## src/rtl/tdc_pkg.sv

```systemverilog
// Shared widths, FSM state encoding and thermometer edge-search helper
// for the ADPLL TDC digital back end.
package tdc_pkg;

  localparam int unsigned CNT_W        = 7;
  localparam int unsigned PHASE_W      = 16;
  localparam int unsigned FRAC_W       = 5;
  localparam int unsigned WORD_W       = CNT_W + FRAC_W;
  localparam int unsigned ERR_W        = 8;
  localparam int unsigned WARM_CYC_DEF = 4;
  localparam int unsigned K_W          = FRAC_W - 1;

  typedef enum logic [1:0] {
    OFF    = 2'd0,
    WARMUP = 2'd1,
    FILL   = 2'd2,
    RUN    = 2'd3
  } tdc_state_e;

  typedef struct packed {
    logic [K_W-1:0] k;
    logic [K_W-1:0] n;
  } tdc_edge_t;

  // k = first tap differing from tap 0 (0 when none), n = number of transitions
  function automatic tdc_edge_t tdc_edge_search(input logic [PHASE_W-1:0] ph);
    tdc_edge_t r;
    r.k = {K_W{1'b0}};
    r.n = {K_W{1'b0}};
    for (int i = PHASE_W - 1; i >= 1; i--) begin
      if (ph[i] != ph[0]) begin
        r.k = i[K_W-1:0];
      end
    end
    for (int i = 1; i < PHASE_W; i++) begin
      if (ph[i] != ph[i-1]) begin
        r.n = r.n + K_W'(1);
      end
    end
    return r;
  endfunction

endpackage

```

## src/rtl/tdc_digital_if.sv

```systemverilog
// Signal bundle between the analog TDC / loop filter side and tdc_digital.
interface tdc_digital_if;
  import tdc_pkg::*;

  logic                en;
  logic [CNT_W-1:0]    tdc_ripple_count;
  logic [PHASE_W-1:0]  tdc_phase;
  logic                tdc_pd;
  logic [WORD_W-1:0]   tdc_word;
  logic                tdc_word_valid;
  logic [WORD_W-1:0]   tdc_diff;
  logic                tdc_diff_valid;
  logic [ERR_W-1:0]    err_count;

  modport master (
    output en, tdc_ripple_count, tdc_phase,
    input  tdc_pd, tdc_word, tdc_word_valid, tdc_diff, tdc_diff_valid, err_count
  );

  modport slave (
    input  en, tdc_ripple_count, tdc_phase,
    output tdc_pd, tdc_word, tdc_word_valid, tdc_diff, tdc_diff_valid, err_count
  );

endinterface

```

## src/rtl/tdc_therm_decode.sv

```systemverilog
// Combinational thermometer decode: optional 3-tap majority bubble filter
// (TDC_BUBBLE_CORR_EN) followed by first-edge search and transition count.
module tdc_therm_decode
  import tdc_pkg::*;
(
  input  logic [PHASE_W-1:0] phase_i,
  output logic [K_W-1:0]     k_o,
  output logic [K_W-1:0]     n_o
);

  logic [PHASE_W-1:0] phase_c_s;
  tdc_edge_t          edge_s;

`ifdef TDC_BUBBLE_CORR_EN
  // End taps have only one neighbour, so they pass through unfiltered
  always_comb begin
    phase_c_s = phase_i;
    for (int i = 1; i < PHASE_W - 1; i++) begin
      phase_c_s[i] = (phase_i[i-1] & phase_i[i]) |
                     (phase_i[i]   & phase_i[i+1]) |
                     (phase_i[i-1] & phase_i[i+1]);
    end
  end
`else
  assign phase_c_s = phase_i;
`endif

  assign edge_s = tdc_edge_search(phase_c_s);
  assign k_o    = edge_s.k;
  assign n_o    = edge_s.n;

endmodule

```

## src/rtl/tdc_digital.sv

```systemverilog
// TDC digital back end: power sequencing FSM, 3-stage capture/decode/output
// pipeline, word difference and saturating invalid-code counter.
// Optional bubble correction is selected with TDC_BUBBLE_CORR_EN.
module tdc_digital
  import tdc_pkg::*;
#(
  parameter int unsigned WARM_CYC = WARM_CYC_DEF
) (
  input logic          clk,
  input logic          rst_n,
  tdc_digital_if.slave bus
);

  localparam int unsigned      SEQ_W     = (WARM_CYC > 3) ? $clog2(WARM_CYC) : 2;
  localparam logic [SEQ_W-1:0] WARM_LAST = SEQ_W'(WARM_CYC - 1);
  localparam logic [SEQ_W-1:0] FILL_LAST = SEQ_W'(2);
  localparam logic [ERR_W-1:0] ERR_MAX   = {ERR_W{1'b1}};

  tdc_state_e         state_q, state_d;
  logic [SEQ_W-1:0]   seq_q, seq_d;
  logic               pd_q, pd_d;
  logic               active_s;

  logic [CNT_W-1:0]   s1_cnt_q;
  logic [PHASE_W-1:0] s1_ph_q;
  logic               s1_vld_q;
  logic [K_W-1:0]     dec_k_s, dec_n_s;
  logic [CNT_W-1:0]   s2_cnt_q;
  logic [K_W-1:0]     s2_k_q, s2_n_q;
  logic               s2_ph0_q, s2_vld_q;

  logic [FRAC_W-1:0]  frac_q, frac_d;
  logic [WORD_W-1:0]  word_q, word_d;
  logic               word_vld_q, word_vld_d;
  logic [WORD_W-1:0]  diff_q, diff_d;
  logic               diff_vld_q, diff_vld_d;
  logic               prev_vld_q, prev_vld_d;
  logic [ERR_W-1:0]   err_q, err_d;
  logic               bad_s;

  // Power sequencing; en low overrides every state on the same edge
  always_comb begin
    state_d = state_q;
    seq_d   = seq_q;
    case (state_q)
      OFF: begin
        if (bus.en) begin
          state_d = WARMUP;
          seq_d   = {SEQ_W{1'b0}};
        end else begin
          state_d = OFF;
        end
      end
      WARMUP: begin
        if (seq_q == WARM_LAST) begin
          state_d = FILL;
          seq_d   = {SEQ_W{1'b0}};
        end else begin
          seq_d = seq_q + SEQ_W'(1);
        end
      end
      FILL: begin
        if (seq_q == FILL_LAST) begin
          state_d = RUN;
          seq_d   = {SEQ_W{1'b0}};
        end else begin
          seq_d = seq_q + SEQ_W'(1);
        end
      end
      RUN:     state_d = RUN;
      default: state_d = OFF;
    endcase
    if (!bus.en) begin
      state_d = OFF;
      seq_d   = {SEQ_W{1'b0}};
    end else begin
      seq_d = seq_d;
    end
    pd_d = (state_d == OFF);
  end

  // FSM state and power-down register
  always_ff @(posedge clk or negedge rst_n) begin
    if (!rst_n) begin
      state_q <= OFF;
      seq_q   <= {SEQ_W{1'b0}};
      pd_q    <= 1'b1;
    end else begin
      state_q <= state_d;
      seq_q   <= seq_d;
      pd_q    <= pd_d;
    end
  end

  assign active_s = bus.en & ((state_q == FILL) | (state_q == RUN));

  tdc_therm_decode u_decode (
    .phase_i (s1_ph_q),
    .k_o     (dec_k_s),
    .n_o     (dec_n_s)
  );

  // S1 raw capture and S2 decoded edge; data holds while idle
  always_ff @(posedge clk or negedge rst_n) begin
    if (!rst_n) begin
      s1_cnt_q <= {CNT_W{1'b0}};
      s1_ph_q  <= {PHASE_W{1'b0}};
      s1_vld_q <= 1'b0;
      s2_cnt_q <= {CNT_W{1'b0}};
      s2_k_q   <= {K_W{1'b0}};
      s2_n_q   <= {K_W{1'b0}};
      s2_ph0_q <= 1'b0;
      s2_vld_q <= 1'b0;
    end else begin
      s1_vld_q <= active_s;
      s2_vld_q <= active_s & s1_vld_q;
      if (active_s) begin
        s1_cnt_q <= bus.tdc_ripple_count;
        s1_ph_q  <= bus.tdc_phase;
        s2_cnt_q <= s1_cnt_q;
        s2_k_q   <= dec_k_s;
        s2_n_q   <= dec_n_s;
        s2_ph0_q <= s1_ph_q[0];
      end
    end
  end

  assign bad_s = (s2_n_q == {K_W{1'b0}}) | (s2_n_q > K_W'(1));

  // S3: no-edge codes keep the last fraction; word_q doubles as the previous word
  always_comb begin
    frac_d     = frac_q;
    word_d     = word_q;
    word_vld_d = 1'b0;
    diff_d     = diff_q;
    diff_vld_d = 1'b0;
    prev_vld_d = prev_vld_q;
    err_d      = err_q;
    if (!active_s) begin
      prev_vld_d = 1'b0;
    end else if (s2_vld_q) begin
      if (s2_n_q != {K_W{1'b0}}) begin
        frac_d = s2_ph0_q ? {1'b0, s2_k_q} : (FRAC_W'(PHASE_W) + {1'b0, s2_k_q});
      end else begin
        frac_d = frac_q;
      end
      word_d     = {s2_cnt_q, frac_d};
      word_vld_d = 1'b1;
      prev_vld_d = 1'b1;
      if (prev_vld_q) begin
        diff_d     = word_d - word_q;
        diff_vld_d = 1'b1;
      end else begin
        diff_d     = diff_q;
        diff_vld_d = 1'b0;
      end
      if (bad_s && (err_q != ERR_MAX)) begin
        err_d = err_q + ERR_W'(1);
      end else begin
        err_d = err_q;
      end
    end else begin
      prev_vld_d = prev_vld_q;
    end
  end

  // S3 output registers
  always_ff @(posedge clk or negedge rst_n) begin
    if (!rst_n) begin
      frac_q     <= {FRAC_W{1'b0}};
      word_q     <= {WORD_W{1'b0}};
      word_vld_q <= 1'b0;
      diff_q     <= {WORD_W{1'b0}};
      diff_vld_q <= 1'b0;
      prev_vld_q <= 1'b0;
      err_q      <= {ERR_W{1'b0}};
    end else begin
      frac_q     <= frac_d;
      word_q     <= word_d;
      word_vld_q <= word_vld_d;
      diff_q     <= diff_d;
      diff_vld_q <= diff_vld_d;
      prev_vld_q <= prev_vld_d;
      err_q      <= err_d;
    end
  end

  assign bus.tdc_pd         = pd_q;
  assign bus.tdc_word       = word_q;
  assign bus.tdc_word_valid = word_vld_q;
  assign bus.tdc_diff       = diff_q;
  assign bus.tdc_diff_valid = diff_vld_q;
  assign bus.err_count      = err_q;

endmodule

```

## src/flat_wrapper.sv

```systemverilog
// flat-port wrapper written by rule: the top's interface ports become plain ports
module tdc_digital_flat import tdc_pkg::*;
#(
  parameter int unsigned WARM_CYC = WARM_CYC_DEF
)
  (clk, rst_n, bus_en, bus_tdc_ripple_count, bus_tdc_phase, bus_tdc_pd, bus_tdc_word, bus_tdc_word_valid, bus_tdc_diff, bus_tdc_diff_valid, bus_err_count);
  tdc_digital_if bus_i ();
  input logic clk;
  input logic rst_n;
  input wire logic [$bits(bus_i.en)-1:0] bus_en;
  input wire logic [$bits(bus_i.tdc_ripple_count)-1:0] bus_tdc_ripple_count;
  input wire logic [$bits(bus_i.tdc_phase)-1:0] bus_tdc_phase;
  output wire logic [$bits(bus_i.tdc_pd)-1:0] bus_tdc_pd;
  output wire logic [$bits(bus_i.tdc_word)-1:0] bus_tdc_word;
  output wire logic [$bits(bus_i.tdc_word_valid)-1:0] bus_tdc_word_valid;
  output wire logic [$bits(bus_i.tdc_diff)-1:0] bus_tdc_diff;
  output wire logic [$bits(bus_i.tdc_diff_valid)-1:0] bus_tdc_diff_valid;
  output wire logic [$bits(bus_i.err_count)-1:0] bus_err_count;
  assign bus_i.en = bus_en;
  assign bus_i.tdc_ripple_count = bus_tdc_ripple_count;
  assign bus_i.tdc_phase = bus_tdc_phase;
  assign bus_tdc_pd = bus_i.tdc_pd;
  assign bus_tdc_word = bus_i.tdc_word;
  assign bus_tdc_word_valid = bus_i.tdc_word_valid;
  assign bus_tdc_diff = bus_i.tdc_diff;
  assign bus_tdc_diff_valid = bus_i.tdc_diff_valid;
  assign bus_err_count = bus_i.err_count;
  tdc_digital #(.WARM_CYC(WARM_CYC)) u_core (.clk(clk), .rst_n(rst_n), .bus(bus_i));
endmodule
```

## config.mk

```make
export PLATFORM = sky130hd
export DESIGN_NAME = tdc_digital_flat
export DESIGN_NICKNAME = d
export VERILOG_FILES = /design/src/rtl/tdc_pkg.sv /design/src/rtl/tdc_digital_if.sv /design/src/rtl/tdc_therm_decode.sv /design/src/rtl/tdc_digital.sv /design/src/flat_wrapper.sv
export SDC_FILE = /design/constraint.sdc
export NUM_CORES = 1
export LEC_CHECK = 0
export ABC_AREA = 1
export BUFFER_PORTS_ARGS = -buffer_cell sky130_fd_sc_hd__buf_2
export CELL_PAD_IN_SITES_DETAIL_PLACEMENT = 0
export CELL_PAD_IN_SITES_GLOBAL_PLACEMENT = 1
export CORE_MARGIN = 2
export CORE_UTILIZATION = 47
export DETAILED_ROUTE_END_ITERATION = 10
export GPL_ROUTABILITY_DRIVEN = 0
export GPL_TIMING_DRIVEN = 0
export PLACE_DENSITY_LB_ADDON = 0.1
export SLEW_MARGIN = 10
export SYNTH_ARGS = -nofsm -noshare
export SYNTH_HDL_FRONTEND = slang
export SYNTH_SLANG_ARGS = --single-unit
```

## constraint.sdc

```tcl
create_clock -name clk -period 16.4 [get_ports clk]
set_input_delay 1.64 -clock clk [delete_from_list [all_inputs] [get_ports clk]]
set_output_delay 1.64 -clock clk [all_outputs]
set_load 0.01 [all_outputs]
```

# [Word level (Yosys, flattened, before mapping)]
# Cells that the tools add are included.
# Widths: inputs -> output; s select.
[word_totals] regBits=86 inputBits=26 output_inout_bits=35 elab_cells=135
[classes] n_addsub=18 order_cmp=1 n_eq_ne=37 muxes=49 n_bitwise=4 n_reduce_logical=8
[op_table] op="$mux 4" n=29
[op_table] op="$add 4x1->4 const B" n=14
[op_table] op="$ne 1x1->1" n=29
[op_table] op="$mux 5" n=4
[op_table] op="$mux 2" n=6
[op_table] op="$sub 12x12->12" n=1
[op_table] op="$add 8x1->8 const B" n=1
[op_table] op="$eq 2x2->1 const B" n=4
[op_table] op="$mux 1" n=8
[op_table] op="$ne 8x8->1 const B" n=1
[op_table] op="$pmux 2 s4" n=1
[op_table] op="$pmux 2 s3" n=1
[op_table] op="$reduce_and 3->1" n=2
[op_table] op="$add 5x4->5 const A" n=1
[op_table] op="$gt 4x1->1 const B" n=1
[op_table] op="$logic_not 2->1" n=2
[op_table] op="$logic_not 4->1" n=1
[op_table] op="$ne 4x1->1 const B" n=1
[op_table] op="$reduce_bool 4->1" n=1
[op_table] op="$add 2x1->2 const B" n=1
[op_table] op="$and 1x1->1" n=2
[op_table] op="$eq 2x1->1 const B" n=1
[op_table] op="$ne 2x2->1 const B" n=1
[op_table] op="$or 1x1->1" n=2
[op_table] op="other kinds (2)" n=2

# [Longest topological paths before layout]
[depth] word_depth=30 mapped_depth=50 mapped_depth_nobuf=49

# [Hierarchy]
# A second synthesis with hierarchy kept.
[hier_totals] cells_unflattened=860 area_unflattened_um2=5941.9
[by_module_without_submodules] module="tdc_digital" n_inst=1 cells_each=497 area_per_inst_um2=4015.1 seq_area_each_um2=2028.2
[by_module_without_submodules] module="tdc_therm_decode" n_inst=1 cells_each=363 area_per_inst_um2=1926.8 seq_area_each_um2=0.0

# [Worst setup path after synthesis]
# No wires, ideal clock.
[synth_timing] path_type="register to register" startpoint="reg u_core.s1_ph_q[0]" endpoint="reg u_core.s2_n_q[1]" setup_time_ps=129 arrival_ps=6323 required_ps=16271 setup_slack_ps=9948 path_stages_with_launch=44 n_path_buf=1 synth_period_minus_slack_ps=6452 cell_sequence="dfrtp_1 buf_6 inv_2 nand2_1 nand2_1 nand2_1 nand2_1 ha_1 or2_1 nand3_1 nand3_1 ha_1 or2_1 nand3_1 nand3_1 nand2_1 inv_1 ha_1 (+8 left out) nand3_1 nand2_1 inv_1 ha_1 or2_2 nand2_1 nand2_1 nand2_1 nand2_1 nand2_1 inv_1 ha_1 or2_2 nand2_1 inv_1 ha_1 o21ai_0 o22ai_1"
[synth_between] elab_chain_len=30
[synth_rtl] item="start, declared" line_no="tdc_digital.sv:25" source="logic [PHASE_W-1:0] s1_ph_q;"
[synth_rtl] item="start signal, assigned" line_no="tdc_digital.sv:107" source="s1_ph_q <= {PHASE_W{1'b0}};"
[synth_rtl] item="start signal, assigned" line_no="tdc_digital.sv:119" source="s1_ph_q <= bus.tdc_phase;"
[synth_rtl] item="$ne 1x1->1 *" line_no="tdc_pkg.sv:36" source="if (ph[i] != ph[i-1]) begin"
[synth_rtl] item="$mux 1 *" line_no="tdc_pkg.sv:36"
[synth_rtl] item="$add 4x1->4" line_no="tdc_pkg.sv:37" source="r.n = r.n + K_W'(1);"
[synth_rtl] item="$mux 4 *" line_no="tdc_pkg.sv:36"
[synth_rtl] item="$add 4x1->4" line_no="tdc_pkg.sv:37"
[synth_rtl] item="$mux 4 *" line_no="tdc_pkg.sv:36"
[synth_rtl] item="$add 4x1->4" line_no="tdc_pkg.sv:37"
[synth_rtl] item="$mux 4 *" line_no="tdc_pkg.sv:36"
[synth_rtl] item="(+14 left out)"
[synth_rtl] item="$add 4x1->4" line_no="tdc_pkg.sv:37"
[synth_rtl] item="$mux 4 *" line_no="tdc_pkg.sv:36"
[synth_rtl] item="$add 4x1->4" line_no="tdc_pkg.sv:37"
[synth_rtl] item="$mux 4 *" line_no="tdc_pkg.sv:36"
[synth_rtl] item="$add 4x1->4" line_no="tdc_pkg.sv:37"
[synth_rtl] item="$mux 4 *" line_no="tdc_pkg.sv:36"
[synth_rtl] item="$add 4x1->4" line_no="tdc_pkg.sv:37"
[synth_rtl] item="$mux 4 *" line_no="tdc_pkg.sv:36"
[synth_rtl] item="end signal, assigned" line_no="tdc_digital.sv:111" source="s2_n_q <= {K_W{1'b0}};"
[synth_rtl] item="end signal, assigned" line_no="tdc_digital.sv:122" source="s2_n_q <= dec_n_s;"
[synth_rtl] item="end, declared" line_no="tdc_digital.sv:29" source="logic [K_W-1:0] s2_k_q, s2_n_q;"
# Every way passes the cells marked *; elsewhere a longest branch is shown, timed or not.
# A chain may end at the register's enable or synchronous reset.

# [Final worst setup path]
# Same ends and word-level chain as after synthesis.

==> impl_metrics.env <==
export IMPL_ant_nets=0
export IMPL_post_route_period_util_pct=43.5
export IMPL_syn_nets=812
export IMPL_start_util_pct=48.2
export IMPL_num_io_pins=61
export IMPL_regArea_um2=2030
export IMPL_tightestPinTransition_ps=802
export IMPL_pre_cts_ws_ps=9300
export IMPL_crit_required_ps=16610
export IMPL_synthesis_area_um2=5530
export IMPL_cts_tree="built"
export IMPL_portBuffers=60
export IMPL_hold_violations=0
export IMPL_worstSetupPathType="flop to flop"
export IMPL_top_usage_layer="met2"
export IMPL_grt_pass1_vias=4792
export IMPL_use_met1_pct=27.3
export IMPL_leakage_nw=3.53
export IMPL_max_freq_mhz=140
export IMPL_final_util_pct=55.8
export IMPL_syn_area_per_cell_um2=7.35
export IMPL_ctsHoldBuffers=0
export IMPL_diodes=0
export IMPL_yosys_area_top_type="dfrtp_1"
export IMPL_ctsResizeCount=0
export IMPL_dr_total_vias=4869
export IMPL_instances_no_fill=973
export IMPL_fin_worst_skew_ps=7.65
export IMPL_grt_pass1_wl_mm=21.3
export IMPL_rows=39
export IMPL_peakVddDrop_v=0.0000866
export IMPL_die_x_um=112
export IMPL_ys_seq_elements=81
export IMPL_htreeDepth=3
export IMPL_dp_cells=957
export IMPL_crit_slowest_cell="dfrtp_1"
export IMPL_max_cap_violations=0
export IMPL_yosysWarnings=0
export IMPL_start_kind="flop"
export IMPL_worst_slack_ps=9260
export IMPL_drc=0
export IMPL_viasPerCell=5.00
export IMPL_die_area_um2=12700
export IMPL_synthToLayoutAreaGrowth_pct=15.6
export IMPL_drv_slew=0
export IMPL_first_iter_violations=215
export IMPL_post_synth_top_area_fraction_pct=36.2
export IMPL_synth_cells=753
export IMPL_crit_top_cell="nand2_1"
export IMPL_clkTransAtPathRegs_ps=60
export IMPL_crit_fanout=8
export IMPL_synth_ff_type="dfrtp_1"
export IMPL_cts_setup_buffers=0
export IMPL_drt_wl_total_mm=12.4
export IMPL_run_status="finished clean"
export IMPL_mostFrequentLayoutCells="nand2_1, inv_1, dfrtp_1"
export IMPL_p_per_area_nw_per_um2=147
export IMPL_firstDrtPassIters=4
export IMPL_place_hpwl_mm=9.77
export IMPL_period_needed_ps=7140
export IMPL_hp_class="flop to flop"
export IMPL_multi_input_area_um2=3050
export IMPL_synth_seq_area_share_pct=36.7
export IMPL_ys_types=47
export IMPL_synth_area_leaders="dfrtp_1, nand2_1, ha_1, nand3_1, inv_1"
export IMPL_layout_commonest_cell="nand2_1"
export IMPL_crit_path_end_kind="flop"
export IMPL_root_buffer="clkbuf_16"
export IMPL_grt_max_degree=46
export IMPL_relSlewSlack_pct=46.5
export IMPL_use_met3_pct=3.08
export IMPL_clock_latency_ps=340
export IMPL_numCtsBuffers=9
export IMPL_nFillCells=1136
export IMPL_wire_per_inst_um=12.8
export IMPL_crit_path_max_incr_delay_ps=350
export IMPL_use_met2_pct=35.1
export IMPL_die_h_um=112
export IMPL_nets=884
export IMPL_finalSetupViolations=0
export IMPL_worstPathArrival_ps=7350
export IMPL_core_um2=11500
export IMPL_postSynth_asyncResetShare_pct=100
export IMPL_clk_path_buf_depth=2
export IMPL_overflow=0
export IMPL_clock_sinks=81
export IMPL_grt_antenna_before_repair=0
export IMPL_finalSetupTns_ps=0
export IMPL_gr_usage_all_layers_pct=20.5
export IMPL_layout_drive_gt1_share_pct=16.9
export IMPL_synth_edf_count=0
export IMPL_grt_setup_unrepaired="false"
[through the flow]
step	cell area, um^2	hold slack (ps)	power, mW
2_1_floorplan	5530	442	0.611
5_1_grt	6390	502	1.03
6_report	6390	471	0.940
3_5_place_dp	6040	462	0.704
3_3_place_gp	6010	455	0.693
4_1_cts	6390	478	0.946
[metal layers]
| layer | vias up | routed length [um] |
|---|---|---|
| met5 | - | 0 |
| li1 | 2547 | - |
| met2 | 77 | 5850 |
| met3 | 11 | 381 |
| met4 | 0 | 135 |
| met1 | 2234 | 6070 |
[critical path: cells and delay by family (launching register included)]
family / cells / cell delay [ps]
fa+ha+maj: 7 / 1960
buf+inv: 7 / 490
simple gates: 27 / 3930
compound gates: 2 / 290
flops: 1 / 350
[state kept, by name, summed over array words and instances (netlist names), 2 cells and up]
register              cells
u_core.bus.tdc_diff      12
u_core.bus.tdc_word      12
u_core.s1_ph_q           16
u_core.bus.err_count      8
u_core.s2_n_q             4
u_core.state_q            2
u_core.s1_cnt_q           7
u_core.seq_q              2
u_core.s2_k_q             4
u_core.s2_cnt_q           7
[final timing paths]
path	endpoint	from	slack (ps)	depth (start not counted)
setup / recovery	u_core.s2_n_q[1]	u_core.s1_ph_q[0]	9260	43
hold / removal	u_core.bus.tdc_diff[11]	u_core.bus.tdc_diff[11]	470	2
setup reg to reg	u_core.s2_n_q[1]	u_core.s1_ph_q[0]	9260	43
hold reg to reg	u_core.bus.tdc_diff[11]	u_core.bus.tdc_diff[11]	470	2
max in group asynchronous	u_core.bus.tdc_pd	rst_n	14490	2
min in group asynchronous	u_core.bus.tdc_diff[8]	rst_n	1260	1
[synthesized netlist by cell type (5+ instances only)]
cell type / n
a21oi_1: 13
clkbuf_1: 10
dfrtp_1: 80
ha_1: 32
inv_1: 92
inv_2: 5
nand2_1: 230
nand2_2: 16
nand3_1: 70
nand3_2: 9
nor2_1: 51
nor3_1: 5
o21ai_0: 50
o21ai_1: 5
o31ai_1: 5
or2_2: 8
xnor2_1: 5
xor2_1: 18
[logic make-up after synthesis]
logic type               after synthesis  share of synthesized area, %
AO/OA/AOI/OAI                         87                          8.69
AND/OR/NAND/NOR                      409                          33.7
multiplexers                           2                         0.407
XOR/XNOR                              27                          4.82
adder cells (fa/ha/maj)               33                          7.60
flip-flops                            81                          36.7
buffers and inverters                114                          8.17
[power breakdown]
group          switching, mW  leakage, nW  internal [mW]
logic                  0.301         2.32          0.167
clock network         0.0839        0.171          0.154
registers             0.0154         1.03          0.218
total                  0.401         3.53          0.539
[layout make-up]
type                            count  area share, %
Inverter                          101           6.01
Multi-Input combinational cell    558           47.7
Sequential cell                    81           31.7
Timing Repair Buffer               61           5.17
Clock buffer                       10           3.74
Tap cell                          143           2.80
Buffer                             13           1.06
Clock inverter                      6           1.78
No activity file was read; power rests on OpenSTA's default activity.
